[src/rtl/bus_rr_arbiter.sv]
// bus_rr_arbiter: multi-master / multi-slave shared bus with registered
// round-robin arbitration, per-slave address windows and a registered read
// return select.
//
// Ports:
//   clk, reset_n      bus clock (rising edge), async active-low reset
//   M_req/M_wr        per-master request and write strobe
//   M_addr/M_dout     packed per-master address and write data
//   M_grant           registered one-hot grant
//   M_din             read data broadcast to all masters
//   S_sel             one-hot slave select (address window decode)
//   S_addr/S_wr/S_din bus address, write strobe and write data from the owner
//   S_dout            packed per-slave read data
//
// Build option: define BUS_TIMEOUT_EN to add the MAX_HOLD ownership limit.
// Without it the owner keeps the bus for as long as its request stays high.
module bus_rr_arbiter #(
   parameter int unsigned          NUM_M    = 2,
   parameter int unsigned          NUM_S    = 2,
   parameter int unsigned          AW       = 8,
   parameter int unsigned          DW       = 32,
   parameter logic [NUM_S*AW-1:0]  S_BASE   = {8'h30, 8'h00},
   parameter logic [NUM_S*AW-1:0]  S_MASK   = {8'hF0, 8'hE0},
   parameter int unsigned          MAX_HOLD = 16
) (
   input  logic                clk,
   input  logic                reset_n,
   input  logic [NUM_M-1:0]    M_req,
   input  logic [NUM_M-1:0]    M_wr,
   input  logic [NUM_M*AW-1:0] M_addr,
   input  logic [NUM_M*DW-1:0] M_dout,
   output logic [NUM_M-1:0]    M_grant,
   output logic [DW-1:0]       M_din,
   output logic [NUM_S-1:0]    S_sel,
   output logic [AW-1:0]       S_addr,
   output logic                S_wr,
   output logic [DW-1:0]       S_din,
   input  logic [NUM_S*DW-1:0] S_dout
);

   localparam int unsigned IW = (NUM_M > 1) ? $clog2(NUM_M) : 1;
   localparam int unsigned HW = (MAX_HOLD > 1) ? $clog2(MAX_HOLD) : 1;

   // Elaboration-time parameter sanity
   if (NUM_M < 2 || NUM_M > 8) begin : g_bad_num_m
      $error("bus_rr_arbiter: NUM_M must be 2..8");
   end
   if (NUM_S < 1 || NUM_S > 8) begin : g_bad_num_s
      $error("bus_rr_arbiter: NUM_S must be 1..8");
   end
   if (MAX_HOLD < 1) begin : g_bad_max_hold
      $error("bus_rr_arbiter: MAX_HOLD must be at least 1");
   end

   logic             owner_valid_q, owner_valid_d;
   logic [IW-1:0]    owner_q, owner_d;
   logic [IW-1:0]    last_q, last_d;
   logic [NUM_M-1:0] grant_q, grant_d;
   logic [NUM_S-1:0] rsel_q;

   logic [IW-1:0]    cand_c;
   logic [IW-1:0]    pick_c;
   logic             found_other_c;
   logic             found_any_c;
   logic             keep_c;
   logic             hit_c;

`ifdef BUS_TIMEOUT_EN
   logic [HW-1:0]    hold_q, hold_d;
`endif

   // Circular search from last+1; last itself is tried only after everyone else
   always_comb begin
      found_other_c = 1'b0;
      pick_c        = last_q;
      cand_c        = '0;
      for (int unsigned i = 1; i < NUM_M; i++) begin
         cand_c = IW'((32'(last_q) + i) % NUM_M);
         if (!found_other_c && M_req[cand_c]) begin
            found_other_c = 1'b1;
            pick_c        = cand_c;
         end
      end
      found_any_c = found_other_c | M_req[last_q];
   end

   // Ownership next state; last always tracks the current owner
   always_comb begin
      owner_valid_d = owner_valid_q;
      owner_d       = owner_q;
      last_d        = last_q;
      keep_c        = owner_valid_q & M_req[owner_q];
`ifdef BUS_TIMEOUT_EN
      // Preempt once the owner has used its full slot and someone else waits
      if (hold_q == HW'(MAX_HOLD - 1) && found_other_c) begin
         keep_c = 1'b0;
      end
`endif
      if (!keep_c) begin
         if (found_any_c) begin
            owner_valid_d = 1'b1;
            owner_d       = pick_c;
            last_d        = pick_c;
         end else begin
            owner_valid_d = 1'b0;
         end
      end
      grant_d = owner_valid_d ? (NUM_M'(1) << owner_d) : '0;
   end

   always_ff @(posedge clk or negedge reset_n) begin
      if (!reset_n) begin
         owner_valid_q <= 1'b0;
         owner_q       <= '0;
         last_q        <= IW'(NUM_M - 1);
         grant_q       <= '0;
         rsel_q        <= '0;
      end else begin
         owner_valid_q <= owner_valid_d;
         owner_q       <= owner_d;
         last_q        <= last_d;
         grant_q       <= grant_d;
         rsel_q        <= S_sel;
      end
   end

`ifdef BUS_TIMEOUT_EN
   // Counts retained cycles, saturating at the preemption threshold
   always_comb begin
      hold_d = '0;
      if (keep_c) begin
         hold_d = (hold_q == HW'(MAX_HOLD - 1)) ? hold_q : hold_q + 1'b1;
      end
   end

   always_ff @(posedge clk or negedge reset_n) begin
      if (!reset_n) begin
         hold_q <= '0;
      end else begin
         hold_q <= hold_d;
      end
   end
`endif

   assign M_grant = grant_q;

   // Forward path from the current owner
   always_comb begin
      S_addr = '0;
      S_wr   = 1'b0;
      S_din  = '0;
      if (owner_valid_q) begin
         S_addr = M_addr[owner_q*AW +: AW];
         S_wr   = M_wr[owner_q];
         S_din  = M_dout[owner_q*DW +: DW];
      end
   end

   // Window decode; lowest matching index wins so the select stays one-hot
   always_comb begin
      S_sel = '0;
      hit_c = 1'b0;
      for (int unsigned k = 0; k < NUM_S; k++) begin
         if (!hit_c && owner_valid_q &&
             ((S_addr & S_MASK[k*AW +: AW]) == S_BASE[k*AW +: AW])) begin
            S_sel[k] = 1'b1;
            hit_c    = 1'b1;
         end
      end
   end

   // Read return uses the select registered on the previous edge
   always_comb begin
      M_din = '0;
      for (int unsigned k = 0; k < NUM_S; k++) begin
         if (rsel_q[k]) begin
            M_din = S_dout[k*DW +: DW];
         end
      end
   end

endmodule

[config.mk]
export PLATFORM = sky130hd
export DESIGN_NAME = bus_rr_arbiter
export DESIGN_NICKNAME = d
export VERILOG_FILES = /design/src/rtl/bus_rr_arbiter.sv
export SDC_FILE = /design/constraint.sdc
export NUM_CORES = 1
export LEC_CHECK = 0
export BUFFER_PORTS_ARGS = -buffer_cell sky130_fd_sc_hd__buf_2
export CORE_AREA = 2 2 87 89
export DETAILED_ROUTE_END_ITERATION = 10
export DIE_AREA = 0 0 89 91
export PLACE_DENSITY = 0.67
export SYNTH_ARGS = -nofsm -noshare
export SYNTH_HDL_FRONTEND = slang
export SYNTH_SLANG_ARGS = --single-unit
[constraint.sdc]
create_clock -name clk -period 3.65 [get_ports clk]
set_input_delay 0.73 -clock clk [delete_from_list [all_inputs] [get_ports clk]]
set_output_delay 0.73 -clock clk [all_outputs]
set_load 0.005 [all_outputs]
==> out/metrics.csv, run 1 <==
metric,value,unit
status,completed,
synth_warnings,0,
syn_nets,314,
viasPerCell,4.32,
pre_cts_slack,1.02,ns
cts.repair.resized,0,
p_seq_frac,0.198,
power_frac_comb,0.607,
antennaDiodeCount,0,
die_h,91,um
p_leak,1.56,nW
peakVddDrop,0.0767,mV
synth_xor_area_frac,0,
path_buf_inv,2,
worstMarginPinSlew,1.13,ns
htree_levels,1,
clock_latency,0.22,ns
syn2layout_area_growth,90.4,%
gp_congestion,0.751,
first_iter_violations,43,
dieWidth,89,um
maxCapViolations,0,
final_nets,532,
timing.fmax,0.354,GHz
crit_path_max_fanout,34,
yosysUniqueCellTypes,25,
grt_antenna_before_repair,0,
ff_latch_area,178,um2
net-switching-power,193,uW
drtAntennaViolNets,0,
critPathTopFamily,simple AND/OR/NAND/NOR gates,
portBuffers,226,
synthMuxAreaShare,0.307,
numCtsBuffers,3,
p_int,346,uW
tns,0,ns
synth_seq_cells,7,
period_needed,2.83,ns
gr-total-overflow,0,
fin_crit_sh,0.774,
mostFrequentLayoutCells,"226 x buf_2, 43 x nor2_1, 40 x mux2i_1",
nFillCells,782,
rsz0062_at_grt,no,
grt_use_total,0.140,
seq_area_frac_synth,0.135,
synth_fa_ha_area_frac,0,
dieArea,8100,um2
io-pin-count,227,
place_inst,476,
cts.sinks,7,
worst_clock_skew,0.000645,ns
dpl.hpwl,5.73,mm
final_common_cell,buf_2,
crit_path_max_incr_delay,0.90,ns
slew_violations,0,
finalWorstSetupSlack,0.825,ns
synth_compound_area_frac,0.264,
syn_area,1310,um2
synth_top_family_by_area,multiplexers,
cts.clk_slew.worst_paths,0.04,ns
critPathCaptureType,primary output,
drt_wl_total,6.44,mm
p_clk_frac,0.195,
required,2.92,ns
grt_max_degree,42,
worst-setup-path-type,reg -> out,
max_slew_margin,0.246,
powerDensity,217,nW/um2
multi_input_area,973,um2
post_cts_buffers,0,
path_cells,buf_4 -> nor2b_2 -> a22o_1 -> buf_2,
start_kind,register,
grt_pass1_vias,1936,
grt_pass1_wl,8.81,mm
finalSetupViolCount,0,
drive_gt1_frac,0.622,
cts_buffer_depth,2,
hold_viol_final,0,
cts_hold_buffers,0,
num_rows,31,
core,7140,um2
cp.arrival,2.10,ns
stdcell_count,480,
hold_ws,0.334,ns
swShare,0.357,
dr.pass1.iters,4,
initial_core_util,0.183,
cpMaxStageDelayCell,nor2b_2,
cts_tree,built,
drc,0,
synthCells,164,
final_core_util,0.348,
postSynthAreaPerCell,7.96,um2
ctsRootBufferMaster,clkbuf_8,
synthSimpleGateAreaFrac,0.175,
hold_class,in -> async,
vias,2072,
drt-wirelength-per-cell,13.4,um
Yosys cell counts, drive strengths merged:
master	n	area [um2]
a22o	31	272
or2	1	6.26
nor2	43	161
a21oi	6	30.0
buf	10	121
nor3	1	5.00
mux2i	40	400
and2b	1	10.0
clkbuf	6	22.5
nor2b	2	15.0
nand2b	2	12.5
nand2	3	11.3
dfrtp	6	150
inv	3	11.3
a211oi	1	7.51
nor3b	1	7.51
o21ai	4	20.0
a31oi	1	6.26
dfstp	1	26.3
a32oi	1	8.76
power by group through the flow:
stage	Clock, mW	Sequential [mW]	Combinational (mW)
3_3_place_gp	0	0.107	0.327
5_1_grt	0.115	0.108	0.366
3_5_place_dp	0	0.109	0.332
6_report	0.105	0.107	0.327
2_1_floorplan	0	0.0929	0.195
4_1_cts	0.109	0.108	0.333
layer usage:
layer,global-route usage,share of wire,up-vias
met4,0.0423,0.018,0
met2,0.301,0.56,139
li1,-,-,1029
met1,0.130,0.33,897
met3,0.00909,0.092,7
met5,0,0,-
worst paths after layout:
path	cells past startpoint	endpoint	from	slack [ns]
max	4	M_din[6]	rsel_q[1]$_DFF_PN0_	0.82
min	1	owner_valid_q$_DFF_PN0_	reset_n	0.33
max reg2reg	4	M_grant[1]$_DFF_PN0_	owner_q$_DFF_PN0_	1.97
min reg2reg	2	last_q$_DFFE_PN1P_	last_q$_DFFE_PN1P_	0.52
max in group asynchronous	1	last_q$_DFFE_PN1P_	reset_n	3.09
min in group clk	2	last_q$_DFFE_PN1P_	last_q$_DFFE_PN1P_	0.52
sequential cells by signal (all words and copies together) (netlist names):
name,flops
owner_q,1
owner_valid_q,1
rsel_q,2
last_q,1
M_grant,2
logic make-up after synthesis:
family / count (synthesis)
and+or+nand+nor: 54
muxes: 40
DFF: 7
buffers and inverters: 19
AOI/OAI and AO/OA: 44
metrics by stage:
stage | power [mW] | cell area (um2)
floorplan | 0.288 | 1310
global placement | 0.435 | 2440
detailed placement | 0.441 | 2440
CTS | 0.550 | 2480
global route | 0.589 | 2480
finish | 0.539 | 2480
area by class of cell:
type | instances | area share
Multi-Input combinational cell | 138 | 0.392
Timing Repair Buffer | 229 | 0.464
Inverter | 3 | 0.00453
Clock buffer | 4 | 0.0181
Tap cell | 99 | 0.0498
Sequential cell | 7 | 0.0715
No activity file was read; power rests on OpenSTA's default activity.
==> run 2: changes to the inputs <==
--- a/config.mk
+++ b/config.mk
@@ -9,7 +9,7 @@
 export CORE_AREA = 2 2 87 89
 export DETAILED_ROUTE_END_ITERATION = 10
 export DIE_AREA = 0 0 89 91
-export PLACE_DENSITY = 0.67
+export PLACE_DENSITY = 0.69
 export SYNTH_ARGS = -nofsm -noshare
 export SYNTH_HDL_FRONTEND = slang
 export SYNTH_SLANG_ARGS = --single-unit
==> constraint.sdc (replaced) <==
create_clock -name clk -period 2.5 [get_ports clk]
set_input_delay 0.5 -clock clk [delete_from_list [all_inputs] [get_ports clk]]
set_output_delay 0.5 -clock clk [all_outputs]
set_load 0.005 [all_outputs]
==> run 2 against run 1 <==
  * Worst hold slack worse by 0.23 ns
  * Sequential power rose by 38%
  * Utilization is 0.11 points higher
  * Clock skew barely moved
  * Sequential share of layout area barely moved
  * Cell area increased by 0.30%
  * Via count increased by 0.14%
  * Global-route usage grew 0.47 points
  * Clock power increased by 50%
  * Critical path depth fell by 1
  * Cell count increased by 0.21%
  * Critical endpoint is now M_din[21]
  * Largest power group unchanged
==> out/metrics.csv, run 2 (same netlist as run 1, synthesis figures left out) <==
metric,value,unit,change
post_cts_buffers,0,,unchanged
worst-setup-path-type,reg -> out,,unchanged
slew_violations,0,,unchanged
mostFrequentLayoutCells,"226 x buf_2, 43 x nor2_1, 40 x mux2i_1",,unchanged
cts.clk_slew.worst_paths,0.04,ns,about the same
hold_ws,0.101,ns,was 0.334 ns
reg2regPathDepth,3,,was 4
drt-wirelength-per-cell,13.6,um,was 13.4 um
peakVddDrop,0.125,mV,was 0.0767 mV
core,7140,um2,unchanged
fin_crit_sh,0.941,,
cts.sinks,7,,unchanged
drtAntennaViolNets,0,,unchanged
worstMarginPinSlew,1.12,ns,was 1.13 ns
cp.arrival,1.85,ns,was 2.10 ns
dpl.hpwl,5.85,mm,was 5.73 mm
dieArea,8100,um2,unchanged
cts_hold_buffers,0,,unchanged
die_h,91,um,unchanged
period_needed,2.35,ns,
drc,0,,unchanged
num_rows,31,,unchanged
status,completed,,unchanged
ctsRootBufferMaster,clkbuf_8,,unchanged
grt_antenna_before_repair,0,,unchanged
final_common_cell,buf_2,,unchanged
tns,0,ns,unchanged
gp_congestion,0.728,,was 0.751
grt_use_total,0.144,,was 0.140
hold_viol_final,0,,unchanged
gr-total-overflow,0,,unchanged
cts_buffer_depth,2,,unchanged
syn2layout_area_growth,91.0,%,was 90.4%
final_nets,533,,was 532
portBuffers,226,,unchanged
stdcell_count,481,,was 480
grt_pass1_wl,9.20,mm,was 8.81 mm
grt_pass1_vias,1979,,was 1936
htree_levels,1,,unchanged
drive_gt1_frac,0.623,,was 0.622
initial_core_util,0.183,,unchanged
first_iter_violations,101,,was 43
start_kind,register,,unchanged
total_power,796,uW,was 539 uW
viasPerCell,4.31,,was 4.32
clock_latency,0.22,ns,about the same
cts.repair.resized,0,,unchanged
maxCapViolations,0,,unchanged
max_slew_margin,0.251,,was 0.246
hold_class,in -> async,,unchanged
powerDensity,319,nW/um2,was 217 nW/um2
required,2.00,ns,was 2.92 ns
dieWidth,89,um,unchanged
worst_clock_skew,0.000979,ns,was 0.000645 ns
finalSetupViolCount,0,,unchanged
dr.pass1.iters,4,,unchanged
timing.fmax,0.425,GHz,
place_inst,477,,was 476
cts_tree,built,,unchanged
crit_path_max_fanout,31,,was 34
critPathCaptureType,primary output,,unchanged
antennaDiodeCount,0,,unchanged
drt_wl_total,6.56,mm,was 6.44 mm
numCtsBuffers,3,,unchanged
io-pin-count,227,,unchanged
grt_max_degree,42,,unchanged
nFillCells,810,,was 782
p_leak,1.56,nW,about the same
rsz0062_at_grt,no,,unchanged
vias,2075,,was 2072
## run 2: changes by cell type in the layout (fill, tap and decap cells not counted)
cell   change
buf_4      +1
## run 2: worst paths after layout
path / slack (ns) / start / endpoint
worst max-delay path: 0.15 / rsel_q[1]$_DFF_PN0_ / M_din[21]
max in group asynchronous: 2.17 / reset_n / last_q$_DFFE_PN1P_
worst min-delay path: 0.10 / reset_n / owner_valid_q$_DFF_PN0_
worst min register to register: 0.55 / last_q$_DFFE_PN1P_ / last_q$_DFFE_PN1P_
worst max register to register: 1.04 / owner_q$_DFF_PN0_ / rsel_q[0]$_DFF_PN0_
min in group clk: 0.48 / M_req[0] / last_q$_DFFE_PN1P_
## run 2: worst max-delay path, stage by stage, from the launching register on
cell	delay, ns
dfrtp_1	0.38
nor2b_2	0.87
a22o_1	0.26
buf_2	0.12
## run 2: layout make-up
type | count | area, um2 | share of cell area
Inverter | 3 | 11.3 | 0.00452
Timing Repair Buffer | 230 | 1160 | 0.466
Sequential cell | 7 | 178 | 0.0713
Tap cell | 99 | 124 | 0.0497
Clock buffer | 4 | 45.0 | 0.0181
Multi-Input combinational cell | 138 | 973 | 0.391
## run 2: where the power goes
group	switching (mW)	internal, mW	total (mW)	leakage [nW]
combinational	0.222	0.270	0.492	1.45
clock	0.0466	0.110	0.157	0.0228
sequential	0.0192	0.129	0.148	0.0836
## run 2: per-stage QoR
step / worst slack (ns) / cell area (um2) / util
2_1_floorplan: 0.975 / 1310 / -
3_3_place_gp: 0.461 / 2450 / 0.343
3_5_place_dp: 0.372 / 2450 / 0.343
4_1_cts: 0.135 / 2490 / 0.349
5_1_grt: 0.0278 / 2490 / 0.349
6_report: 0.148 / 2490 / 0.349
## run 2: layer usage
metal / track usage / part of all wire / up-vias
met2: 0.294 / 0.53 / 147
met1: 0.145 / 0.35 / 892
met5: 0 / 0 / -
met3: 0.0182 / 0.10 / 6
li1: - / - / 1030
met4: 0.0423 / 0.016 / 0
==> run 3: changes to the inputs <==
--- a/config.mk
+++ b/config.mk
@@ -9,7 +9,7 @@
 export CORE_AREA = 2 2 87 89
 export DETAILED_ROUTE_END_ITERATION = 10
 export DIE_AREA = 0 0 89 91
-export PLACE_DENSITY = 0.69
+export PLACE_DENSITY = 0.67
 export SYNTH_ARGS = -nofsm -noshare
 export SYNTH_HDL_FRONTEND = slang
 export SYNTH_SLANG_ARGS = --single-unit
==> constraint.sdc (replaced) <==
create_clock -name clk -period 3.05 [get_ports clk]
set_input_delay 0.61 -clock clk [delete_from_list [all_inputs] [get_ports clk]]
set_output_delay 0.61 -clock clk [all_outputs]
set_load 0.005 [all_outputs]
==> run 3 against run 2 <==
  * Clock-buffer cell count unchanged
  * Clock power decreased by 18%
  * Highest routed layer unchanged
  * Largest cell class unchanged
  * Critical path depth up 1
==> out/metrics.csv, run 3 (same netlist as run 1, synthesis figures left out) <==
metric,value,unit,change
vias,2061,,was 2075
post_cts_buffers,0,,unchanged
syn2layout_area_growth,91.0,%,unchanged
dr.pass1.iters,4,,unchanged
first_iter_violations,57,,was 101
p_leak,1.56,nW,about the same
cts_hold_buffers,0,,unchanged
dieArea,8100,um2,unchanged
start_kind,register,,unchanged
grt_pass1_vias,1907,,was 1979
p_clk_frac,0.199,,was 0.197
worstMarginPinSlew,0.665,ns,was 1.12 ns
cts.repair.resized,0,,unchanged
viasPerCell,4.28,,was 4.31
reg2regPathDepth,4,,was 3
hold_viol_final,0,,unchanged
cts_tree,built,,unchanged
peakVddDrop,0.0708,mV,was 0.125 mV
drt-wirelength-per-cell,13.4,um,was 13.6 um
cts.clk_slew.worst_paths,0.04,ns,about the same
hold_class,in -> async,,unchanged
antennaDiodeCount,0,,unchanged
numCtsBuffers,3,,unchanged
final_common_cell,buf_2,,unchanged
cp.arrival,1.92,ns,was 1.85 ns
drt_wl_total,6.44,mm,was 6.56 mm
drc,0,,unchanged
net-switching-power,232,uW,was 288 uW
drive_gt1_frac,0.623,,unchanged
io-pin-count,227,,unchanged
grt_max_degree,35,,was 42
required,2.44,ns,was 2.00 ns
rsz0062_at_grt,no,,unchanged
grt_pass1_wl,9.05,mm,was 9.20 mm
gr-total-overflow,0,,unchanged
crit_path_max_fanout,27,,was 31
cts.sinks,7,,unchanged
dpl.hpwl,5.73,mm,was 5.85 mm
htree_levels,1,,unchanged
grt_use_total,0.143,,was 0.144
maxCapViolations,0,,unchanged
core,7140,um2,unchanged
max_slew_margin,0.557,,was 0.251
fin_crit_sh,0.831,,
final_nets,533,,unchanged
drtAntennaViolNets,0,,unchanged
power_frac_comb,0.602,,was 0.617
gp_congestion,0.776,,was 0.728
p_seq_frac,0.199,,was 0.186
p_int,415,uW,was 508 uW
grt_antenna_before_repair,0,,unchanged
tns,0,ns,unchanged
final_core_util,0.349,,unchanged
swShare,0.359,,was 0.362
hold_ws,0.217,ns,was 0.101 ns
finalSetupViolCount,0,,unchanged
clock_latency,0.22,ns,about the same
dieWidth,89,um,unchanged
initial_core_util,0.183,,unchanged
period_needed,2.53,ns,
portBuffers,226,,unchanged
num_rows,31,,unchanged
slew_violations,0,,unchanged
status,completed,,unchanged
mostFrequentLayoutCells,"226 x buf_2, 43 x nor2_1, 40 x mux2i_1",,unchanged
worst-setup-path-type,reg -> out,,unchanged
worst_clock_skew,0.00196,ns,was 0.000979 ns
ctsRootBufferMaster,clkbuf_8,,unchanged
die_h,91,um,unchanged
timing.fmax,0.395,GHz,
powerDensity,260,nW/um2,was 319 nW/um2
critPathCaptureType,primary output,,unchanged
cts_buffer_depth,2,,unchanged
run 3: power groups by stage:
stage          clock (mW)  combinational [mW]  sequential, mW
2_1_floorplan           0               0.233           0.111
3_3_place_gp            0               0.389           0.129
3_5_place_dp            0               0.396           0.131
4_1_cts             0.136               0.397           0.130
5_1_grt             0.145               0.435           0.132
6_report            0.129               0.390           0.129
run 3: final timing paths:
path	slack, ns	from	end
setup / recovery	0.52	owner_q$_DFF_PN0_	S_din[15]
hold / removal	0.22	reset_n	rsel_q[0]$_DFF_PN0_
setup reg to reg	1.36	owner_q$_DFF_PN0_	M_grant[1]$_DFF_PN0_
hold reg to reg	0.52	last_q$_DFFE_PN1P_	last_q$_DFFE_PN1P_
max in group asynchronous	2.60	reset_n	last_q$_DFFE_PN1P_
min in group clk	0.52	last_q$_DFFE_PN1P_	last_q$_DFFE_PN1P_
run 3: final cells by class:
cell class / instances / area, um2
fill: 797 / 4640
timing repair buffer: 230 / 1160
clock buffer: 4 / 45.0
sequential: 7 / 178
tap: 99 / 124
multi-input combinational: 138 / 973
inverter: 3 / 11.3
run 3: worst max-delay path: stages (launching register included):
cell and delay [ns]:
dfrtp_2 0.78, buf_4 0.46, mux2i_1 0.24, nor2_1 0.06
buf_2 0.13
run 3: through the flow:
| step | cell area, um2 | setup slack (ns) | power (mW) | cells |
|---|---|---|---|---|
| after floorplan | 1310 | 1.31 | 0.345 | 164 |
| after global placement | 2450 | 0.791 | 0.519 | 477 |
| after detailed placement | 2450 | 0.740 | 0.527 | 477 |
| after CTS | 2490 | 0.496 | 0.663 | 481 |
| after global routing | 2490 | 0.357 | 0.712 | 481 |
| final | 2490 | 0.516 | 0.648 | 481 |
run 3: layer usage:
layer / GRT usage / vias to the layer above / routed length, um
li1: - / 1030 / -
met1: 0.138 / 893 / 2160
met2: 0.290 / 134 / 3510
met3: 0.0182 / 4 / 651
met4: 0.0535 / 0 / 116
met5: 0 / - / 0
